===== config.mk =====
export PLATFORM = sky130hd
export DESIGN_NAME = powerup_spawn_ctrl_flat
export DESIGN_NICKNAME = d
export VERILOG_FILES = /design/src/rtl/powerup_spawn_ctrl_if.sv /design/src/rtl/powerup_spawn_ctrl.sv /design/src/flat_wrapper.sv
export SDC_FILE = /design/constraint.sdc
export NUM_CORES = 1
export LEC_CHECK = 0
export ABC_AREA = 1
export CAP_MARGIN = 20
export CELL_PAD_IN_SITES_DETAIL_PLACEMENT = 0
export CELL_PAD_IN_SITES_GLOBAL_PLACEMENT = 1
export CORE_MARGIN = 3
export CORE_UTILIZATION = 46
export CTS_CLUSTER_SIZE = 8
export DETAILED_ROUTE_END_ITERATION = 16
export PLACE_DENSITY = 0.85
export SYNTH_ARGS = -nofsm -noshare
export SYNTH_HDL_FRONTEND = slang
export SYNTH_SLANG_ARGS = --single-unit

===== constraint.sdc =====
create_clock -name clk -period 3.9 [get_ports clk]
set_input_delay 0.78 -clock clk [delete_from_list [all_inputs] [get_ports clk]]
set_output_delay 0.78 -clock clk [all_outputs]
set_load 0.01 [all_outputs]

===== src/rtl/powerup_spawn_ctrl_if.sv =====
// powerup_spawn_ctrl_if: frame/game/collision inputs and position/visibility/effect outputs of the powerup controller
interface powerup_spawn_ctrl_if;
  logic        startOfFrame;
  logic        gameEnable;
  logic        collision;
  logic [10:0] topLeftX;
  logic [10:0] topLeftY;
  logic        visible;
  logic        effectActive;
  logic        collectedPulse;
  modport master (
    output startOfFrame, gameEnable, collision,
    input  topLeftX, topLeftY, visible, effectActive, collectedPulse
  );
  modport slave (
    input  startOfFrame, gameEnable, collision,
    output topLeftX, topLeftY, visible, effectActive, collectedPulse
  );
endinterface


===== src/rtl/powerup_spawn_ctrl.sv =====
// powerup_spawn_ctrl: spawn delay, random grid placement, show/blink lifetime, collection and timed effect
module powerup_spawn_ctrl #(
  parameter int SPAWN_DELAY_FRAMES = 300,
  parameter int LIFETIME_FRAMES    = 600,
  parameter int BLINK_FRAMES       = 120,
  parameter int BLINK_PERIOD       = 8,
  parameter int EFFECT_FRAMES      = 300,
  parameter int X_ORIGIN           = 64,
  parameter int Y_ORIGIN           = 64
) (
  input logic                  clk,
  input logic                  resetN,
  powerup_spawn_ctrl_if.slave  bus
);
  localparam logic [2:0] IDLE       = 3'd0;
  localparam logic [2:0] WAIT_SPAWN = 3'd1;
  localparam logic [2:0] SHOW       = 3'd2;
  localparam logic [2:0] BLINK      = 3'd3;
  localparam logic [2:0] EFFECT     = 3'd4;
  logic [2:0]  state;
  logic [15:0] cnt;
  logic [15:0] bcnt;
  logic        phase;
  logic [15:0] lfsr;
  logic [15:0] lim;
  logic [2:0]  nxt;
  logic        live;
  always_comb begin
    lim  = state == WAIT_SPAWN ? 16'(SPAWN_DELAY_FRAMES - 1) :
           state == SHOW       ? 16'(LIFETIME_FRAMES - BLINK_FRAMES - 1) :
           state == BLINK      ? 16'(BLINK_FRAMES - 1) : 16'(EFFECT_FRAMES - 1);
    nxt  = state == WAIT_SPAWN ? SHOW : state == SHOW ? BLINK : WAIT_SPAWN;
    live = state == SHOW || state == BLINK;
  end
  always_ff @(posedge clk or negedge resetN) begin
    if (!resetN) begin
      state              <= IDLE;
      cnt                <= '0;
      bcnt               <= '0;
      phase              <= 1'b0;
      lfsr               <= 16'hACE1;
      bus.topLeftX       <= 11'(X_ORIGIN);
      bus.topLeftY       <= 11'(Y_ORIGIN);
      bus.visible        <= 1'b0;
      bus.effectActive   <= 1'b0;
      bus.collectedPulse <= 1'b0;
    end else begin
      lfsr               <= {lfsr[14:0], lfsr[15] ^ lfsr[13] ^ lfsr[12] ^ lfsr[10]};
      bus.collectedPulse <= 1'b0;
      if (!bus.gameEnable) begin
        state            <= IDLE;
        cnt              <= '0;
        bcnt             <= '0;
        phase            <= 1'b0;
        bus.visible      <= 1'b0;
        bus.effectActive <= 1'b0;
      end else if (state == IDLE) begin
        state <= WAIT_SPAWN;
        cnt   <= '0;
      end else if (live && bus.collision) begin
        state              <= EFFECT;
        cnt                <= '0;
        bus.visible        <= 1'b0;
        bus.effectActive   <= 1'b1;
        bus.collectedPulse <= 1'b1;
      end else if (bus.startOfFrame && cnt != lim) begin
        cnt <= cnt + 16'd1;
        // phase flips after every BLINK_PERIOD-th frame; visible follows its inverse
        if (state == BLINK) begin
          bcnt        <= bcnt == 16'(BLINK_PERIOD - 1) ? '0 : bcnt + 16'd1;
          phase       <= bcnt == 16'(BLINK_PERIOD - 1) ? ~phase : phase;
          bus.visible <= bcnt == 16'(BLINK_PERIOD - 1) ? phase : ~phase;
        end
      end else if (bus.startOfFrame) begin
        state            <= nxt;
        cnt              <= '0;
        bcnt             <= '0;
        phase            <= 1'b0;
        bus.visible      <= state == WAIT_SPAWN || state == SHOW;
        bus.effectActive <= 1'b0;
        if (state == WAIT_SPAWN) begin
          bus.topLeftX <= 11'(X_ORIGIN) + {2'b0, lfsr[3:0], 5'b0};
          bus.topLeftY <= 11'(Y_ORIGIN) + {3'b0, lfsr[6:4], 5'b0};
        end
      end
    end
  end
endmodule


===== src/flat_wrapper.sv =====
// flat-port wrapper written by rule: the top's interface ports become plain ports
module powerup_spawn_ctrl_flat 
#(
  parameter int SPAWN_DELAY_FRAMES = 300,
  parameter int LIFETIME_FRAMES    = 600,
  parameter int BLINK_FRAMES       = 120,
  parameter int BLINK_PERIOD       = 8,
  parameter int EFFECT_FRAMES      = 300,
  parameter int X_ORIGIN           = 64,
  parameter int Y_ORIGIN           = 64
)
  (clk, resetN, bus_startOfFrame, bus_gameEnable, bus_collision, bus_topLeftX, bus_topLeftY, bus_visible, bus_effectActive, bus_collectedPulse);
  powerup_spawn_ctrl_if bus_i ();
  input logic clk;
  input logic resetN;
  input wire logic [$bits(bus_i.startOfFrame)-1:0] bus_startOfFrame;
  input wire logic [$bits(bus_i.gameEnable)-1:0] bus_gameEnable;
  input wire logic [$bits(bus_i.collision)-1:0] bus_collision;
  output wire logic [$bits(bus_i.topLeftX)-1:0] bus_topLeftX;
  output wire logic [$bits(bus_i.topLeftY)-1:0] bus_topLeftY;
  output wire logic [$bits(bus_i.visible)-1:0] bus_visible;
  output wire logic [$bits(bus_i.effectActive)-1:0] bus_effectActive;
  output wire logic [$bits(bus_i.collectedPulse)-1:0] bus_collectedPulse;
  assign bus_i.startOfFrame = bus_startOfFrame;
  assign bus_i.gameEnable = bus_gameEnable;
  assign bus_i.collision = bus_collision;
  assign bus_topLeftX = bus_i.topLeftX;
  assign bus_topLeftY = bus_i.topLeftY;
  assign bus_visible = bus_i.visible;
  assign bus_effectActive = bus_i.effectActive;
  assign bus_collectedPulse = bus_i.collectedPulse;
  powerup_spawn_ctrl #(.SPAWN_DELAY_FRAMES(SPAWN_DELAY_FRAMES), .LIFETIME_FRAMES(LIFETIME_FRAMES), .BLINK_FRAMES(BLINK_FRAMES), .BLINK_PERIOD(BLINK_PERIOD), .EFFECT_FRAMES(EFFECT_FRAMES), .X_ORIGIN(X_ORIGIN), .Y_ORIGIN(Y_ORIGIN)) u_core (.clk(clk), .resetN(resetN), .bus(bus_i));
endmodule

==> flow_metrics.tcl, run 1 <==
set metrics [dict create \
    crit_fanout 11 \
    insertion_delay_ps 340 \
    powerDensity_nw_per_um2 436 \
    yosys-top-cells-area "dfrtp_1 37%, nand2_1 15%, nor2_1 7.7%" \
    layout-drive-gt1-share 0.0906 \
    yosys_warnings 0 \
    peakVddDrop_mv 0.347 \
    antenna_found_initial 0 \
    syn_area_sq_um 3690 \
    vias_per_cell 5.02 \
    synth_common_cells "149 x nand2_1, 76 x nor2_1, 54 x dfrtp_1" \
    drc_errors 0 \
    min_period_over_period 0.636 \
    yosysTopAreaCell "dfrtp_1" \
    worstSetupPathType "in2reg" \
    clkTransAtPathRegs_ps 80 \
    ys_types 32 \
    cts_max_path_buffers 2 \
    slew_violations 0 \
    cp-end-kind "register" \
    ys.flop_type "dfrtp_1" \
    die_area_sq_um 9130 \
    drtAntennaViolNets 0 \
    port-buffer-count 16 \
    grt_max_degree 42 \
    slew_headroom 0.422 \
    fin_crit_ps 2480 \
    grt_pass1_wl_mm 14.2 \
    cts_buffers 9 \
    synth.most_common_cell "nand2_1" \
    fp.dieW_microns 95.6 \
    dp_hpwl_mm 5.85 \
    grt_pass1_vias 2963 \
    status "completed" \
    synthCells 495 \
    holdWs_ps 358 \
    stdcell_area_sq_um 4140 \
    skew_ps 7.24 \
    cts_resized 0 \
    num-nets-final 523 \
    htreeDepth 3 \
    area_delta_synth_final_pct 12.1 \
    finalHoldViolCount 0 \
    coreArea_sq_um 7770 \
    vias 3117 \
    ios 30 \
    yosys_register_bits 64 \
    start_util 0.475 \
    hold_class "reg2reg" \
    globalRouteOverflowTotal 0 \
    final.setup.tns_ps 0 \
    wirelength_mm 8.34 \
    drt_pre_antenna_iters 5 \
    synth_edf_count 0 \
    rows 32 \
    cts.sinks 64 \
    grt.total_usage 0.199 \
    diodes 0 \
    fmax_ghz 0.403 \
    post_cts_buffers 0 \
    syn_area_per_cell_sq_um 7.46 \
    critical_path_arrival_ps 2740 \
    die_y_microns 95.6 \
    gp_congestion 0.861 \
    synth-seq-area-share 0.437 \
    rsz0062_at_grt "false" \
    leakage_uw 0.00203 \
    setup_viol 0 \
    routedWlPerCell_microns 13.4 \
    required_ps 4160 \
    drv_cap 0 \
    tightest_slew_ps 867 \
    tritoncts "built" \
    drt-initial-drc-count 172 \
    start_kind "input port" \
    placed_area_sq_um 3890 \
    hold_buffers 0 \
    synth_top_area_frac 0.366 \
    root_buffer "clkbuf_8" \
    synth-async-reset-ratio 1.00 \
    rrSetupSlack_ps 1500 \
]
## cell families after synthesis
logic type / after synthesis / synth area share
XOR/XNOR: 21 / 0.0498
buffers and inverters: 68 / 0.0868
flip-flops: 64 / 0.437
AND/OR/NAND/NOR: 321 / 0.389
AO/OA/AOI/OAI: 16 / 0.0227
other: 1 / 0.00102
adder cells (fa/ha/maj): 4 / 0.0136
## state kept, by name, summed over array words and instances, names as in the netlist, 3 cells and up
name and flops:
u_core.bcnt 16, u_core.bus.topLeftX 5, u_core.bus.topLeftY 4, u_core.cnt 16
u_core.lfsr 16, u_core.state 3
## worst paths after layout
check | from | end | cells past startpoint
worst min-delay path | u_core.lfsr[8] | u_core.lfsr[9] | 0
worst min register to register | u_core.lfsr[8] | u_core.lfsr[9] | 0
min in group asynchronous | resetN | u_core.lfsr[14] | 1
worst max-delay path | bus_startOfFrame | u_core.cnt[9] | 7
worst max register to register | u_core.cnt[1] | u_core.bcnt[2] | 14
max in group asynchronous | resetN | u_core.lfsr[0] | 2
## placed cells by master (no fill, tap or decap), drive strengths merged, types with 8 or more instances in the layout
master           n
inv             47
nand4           14
dfstp           10
o21ai            9
conb            13
dfrtp           54
nand3b           8
nor2            79
nand3           54
xor2            18
nor3            10
clkdlybuf4s50   15
clkbuf          10
nand2          154
## per-stage QoR
stage	setup slack, ps	power [uW]	util	std cells
floorplan	2040	995	-	507
global placement	1060	1080	0.500	605
detailed placement	1060	1090	0.500	605
CTS	1420	1820	0.533	621
global route	1210	1910	0.533	621
finish	1420	1800	0.533	621
## cell type report
type	instances	area [sq um]
Sequential cell	64	1610
Tap cell	102	128
Clock inverter	6	115
Fill cell	753	3630
Clock buffer	10	138
Inverter	46	173
Multi-Input combinational cell	375	1800
Timing Repair Buffer	18	170
## per-layer routing
layer / vias up / wire (microns) / track usage
met2: 55 / 4050 / 0.323
met5: - / 0 / 0
met3: 16 / 291 / 0.0458
li1: 1584 / - / -
met1: 1462 / 3850 / 0.261
met4: 0 / 154 / 0.0675
## report_power, final
| part | switching (uW) | internal [uW] |
|---|---|---|
| sequential | 34.7 | 695 |
| combinational | 256 | 90.6 |
| clock | 282 | 446 |
## worst max-delay path, cell delays in order
cell	delay, ps
clkdlybuf4s50_1	720
nand2_1	250
inv_1	290
nand2_4	100
nand2_4	100
nand2_1	240
nor3b_1	260
(Power assumes the default switching activity.)
==> run 2: changes to the inputs <==
CORE_UTILIZATION = 43   (was 46)
PLACE_DENSITY = 0.8   (was 0.85)
clock period = 2.5 ns   (was 3.9 ns; I/O delays follow)
==> run 2 against run 1 <==
- flip-flop and latch count unchanged
- non-clock buffer count increased by 4
- critical endpoint is now u_core.bcnt[2]
- clock power up 47%
- worst hold slack worse by 200 ps
- clock-buffer cell count unchanged
==> flow_metrics.tcl, run 2 (synthesis gave the netlist of run 1 again) <==
set metrics [dict create \
    status "completed" \
    die_area_sq_um 9730 \
    htreeDepth 3 \
    vias 3117 \
    drt_pre_antenna_iters 6 \
    rr_endpoint "u_core.bcnt[2]" \
    final_cell_mix "149 x nand2_1, 76 x nor2_1, 54 x dfrtp_1, 51 x nand3_1, 41 x inv_1" \
    rsz0062_at_grt "false" \
    wirelength_mm 8.36 \
    path_delay_family "simple AND/OR/NAND/NOR gates" \
    slowest_stage "dfrtp_1" \
    slew_violations 0 \
    r2r-start "u_core.state[2]" \
    skew_ps 9.60 \
    crit_fanout 18 \
    drc_errors 0 \
    cp-end-kind "register" \
    drv_cap 0 \
    diodes 0 \
    fin_crit_ps 2120 \
    crit_chain "nor2_2 -> nand2_2 -> nand2_1 -> nand3_1 -> nand2_1 -> nand3_4 -> nand2_4 -> nand2_4 -> nand2_4 -> nand2_4 -> nand2_1 -> nand2_1" \
    reg2regPathDepth 12 \
    slew_headroom 0.637 \
    coreArea_sq_um 8260 \
    finalHoldViolCount 0 \
    grt_pass1_wl_mm 14.6 \
    worst-path-buf-inv 0 \
    grt_pass1_vias 3099 \
    peakVddDrop_mv 0.325 \
    final_common_cell "nand2_1" \
    pre_cts_ws_ps 250 \
    grt.total_usage 0.184 \
    reg_top3 "u_core.bcnt x16, u_core.cnt x16, u_core.lfsr x16" \
    port-buffer-count 16 \
    antenna_found_initial 0 \
    ios 30 \
    powerDensity_nw_per_um2 662 \
    required_ps 2720 \
    final.setup.tns_ps 0 \
    drt-initial-drc-count 152 \
    num-nets-final 527 \
    tritoncts "built" \
    start_kind "register" \
    fp.dieW_microns 98.7 \
    vias_per_cell 4.96 \
    post_cts_buffers 0 \
    die_y_microns 98.7 \
    rrSetupSlack_ps 380 \
    hold_class "in2async" \
    hold_buffers 0 \
    leakage_uw 0.00204 \
    insertion_delay_ps 340 \
    path_depth 12 \
    fmax_ghz 0.471 \
    globalRouteOverflowTotal 0 \
    endpoint "u_core.bcnt[2]" \
    routedWlPerCell_microns 13.3 \
    cts.sinks 64 \
    critical_path_arrival_ps 2350 \
    critPathLaunch "u_core.state[2]" \
    fin_ws_ps 376 \
    drtAntennaViolNets 0 \
    start_util 0.447 \
    slowest_delay_ps 430 \
    cts_max_path_buffers 2 \
    cts_resized 0 \
    dp_hpwl_mm 5.88 \
    clkTransAtPathRegs_ps 80 \
    tightest_slew_ps 540 \
    gp_congestion 0.846 \
    grt_max_degree 65 \
    area_delta_synth_final_pct 12.9 \
    layout-drive-gt1-share 0.0956 \
    min_period_over_period 0.850 \
    root_buffer "clkbuf_8" \
    rows 33 \
    cts_buffers 9 \
    worstSetupPathType "reg2reg" \
    setup_viol 0 \
]
[run 2: changes by cell type in the layout (fill, tap and decap cells not counted)]
cell      previous run  this run
clkinv_4             1         0
clkinv_2             0         2
buf_12               0         1
inv_6                1         0
buf_4                2         5
clkbuf_8            10         9
clkbuf_1             0         1
[run 2: cell type report]
cell class	count	area, sq um
clock inverters	6	108
clock buffers	10	128
flip-flops and latches	64	1610
inverters	46	173
multi-input cells	375	1800
fillers	837	4090
well taps	105	131
repair buffers	22	213
[run 2: through the flow]
step	hold slack, ps	total power, uW	util	std cells	cell area, sq um
after global routing	188	2910	0.505	628	4170
final	163	2760	0.505	628	4170
after floorplan	204	1550	-	507	3740
after global placement	336	1700	0.476	612	3930
after CTS	180	2790	0.505	628	4170
after detailed placement	336	1710	0.476	612	3930
[run 2: worst min path at each step]
stage                     slack [ps]            from              end  cells after the start
after floorplan                  200          resetN   u_core.bcnt[0]                      0
after CTS                        180          resetN   u_core.cnt[12]                      2
final                            160          resetN  u_core.lfsr[14]                      2
after detailed placement         340  u_core.lfsr[8]   u_core.lfsr[9]                      0
after global routing             190          resetN  u_core.lfsr[14]                      2
after global placement           340  u_core.lfsr[8]   u_core.lfsr[9]                      0
[run 2: per-layer routing]
layer  track usage  share of wire  wire length, microns
met1         0.233           0.46                  3820
met2         0.322           0.49                  4130
met3        0.0311          0.031                   261
met4        0.0567          0.017                   146
met5             0              0                     0
[run 2: report_power, final]
group / switching, uW / total (uW) / internal [uW]
Clock: 415 / 1070 / 659
Combinational: 399 / 545 / 146
Sequential: 53.4 / 1140 / 1080
Total: 868 / 2760 / 1890
[run 2: worst reg2reg max path, stage by stage (launching register included)]
cell and delay, ps:
dfrtp_1 430, nor2_2 210, nand2_2 120, nand2_1 120, nand3_1 70, nand2_1 120, nand3_4 200, nand2_4 140
nand2_4 70, nand2_4 190, nand2_4 170, nand2_1 90, nand2_1 50
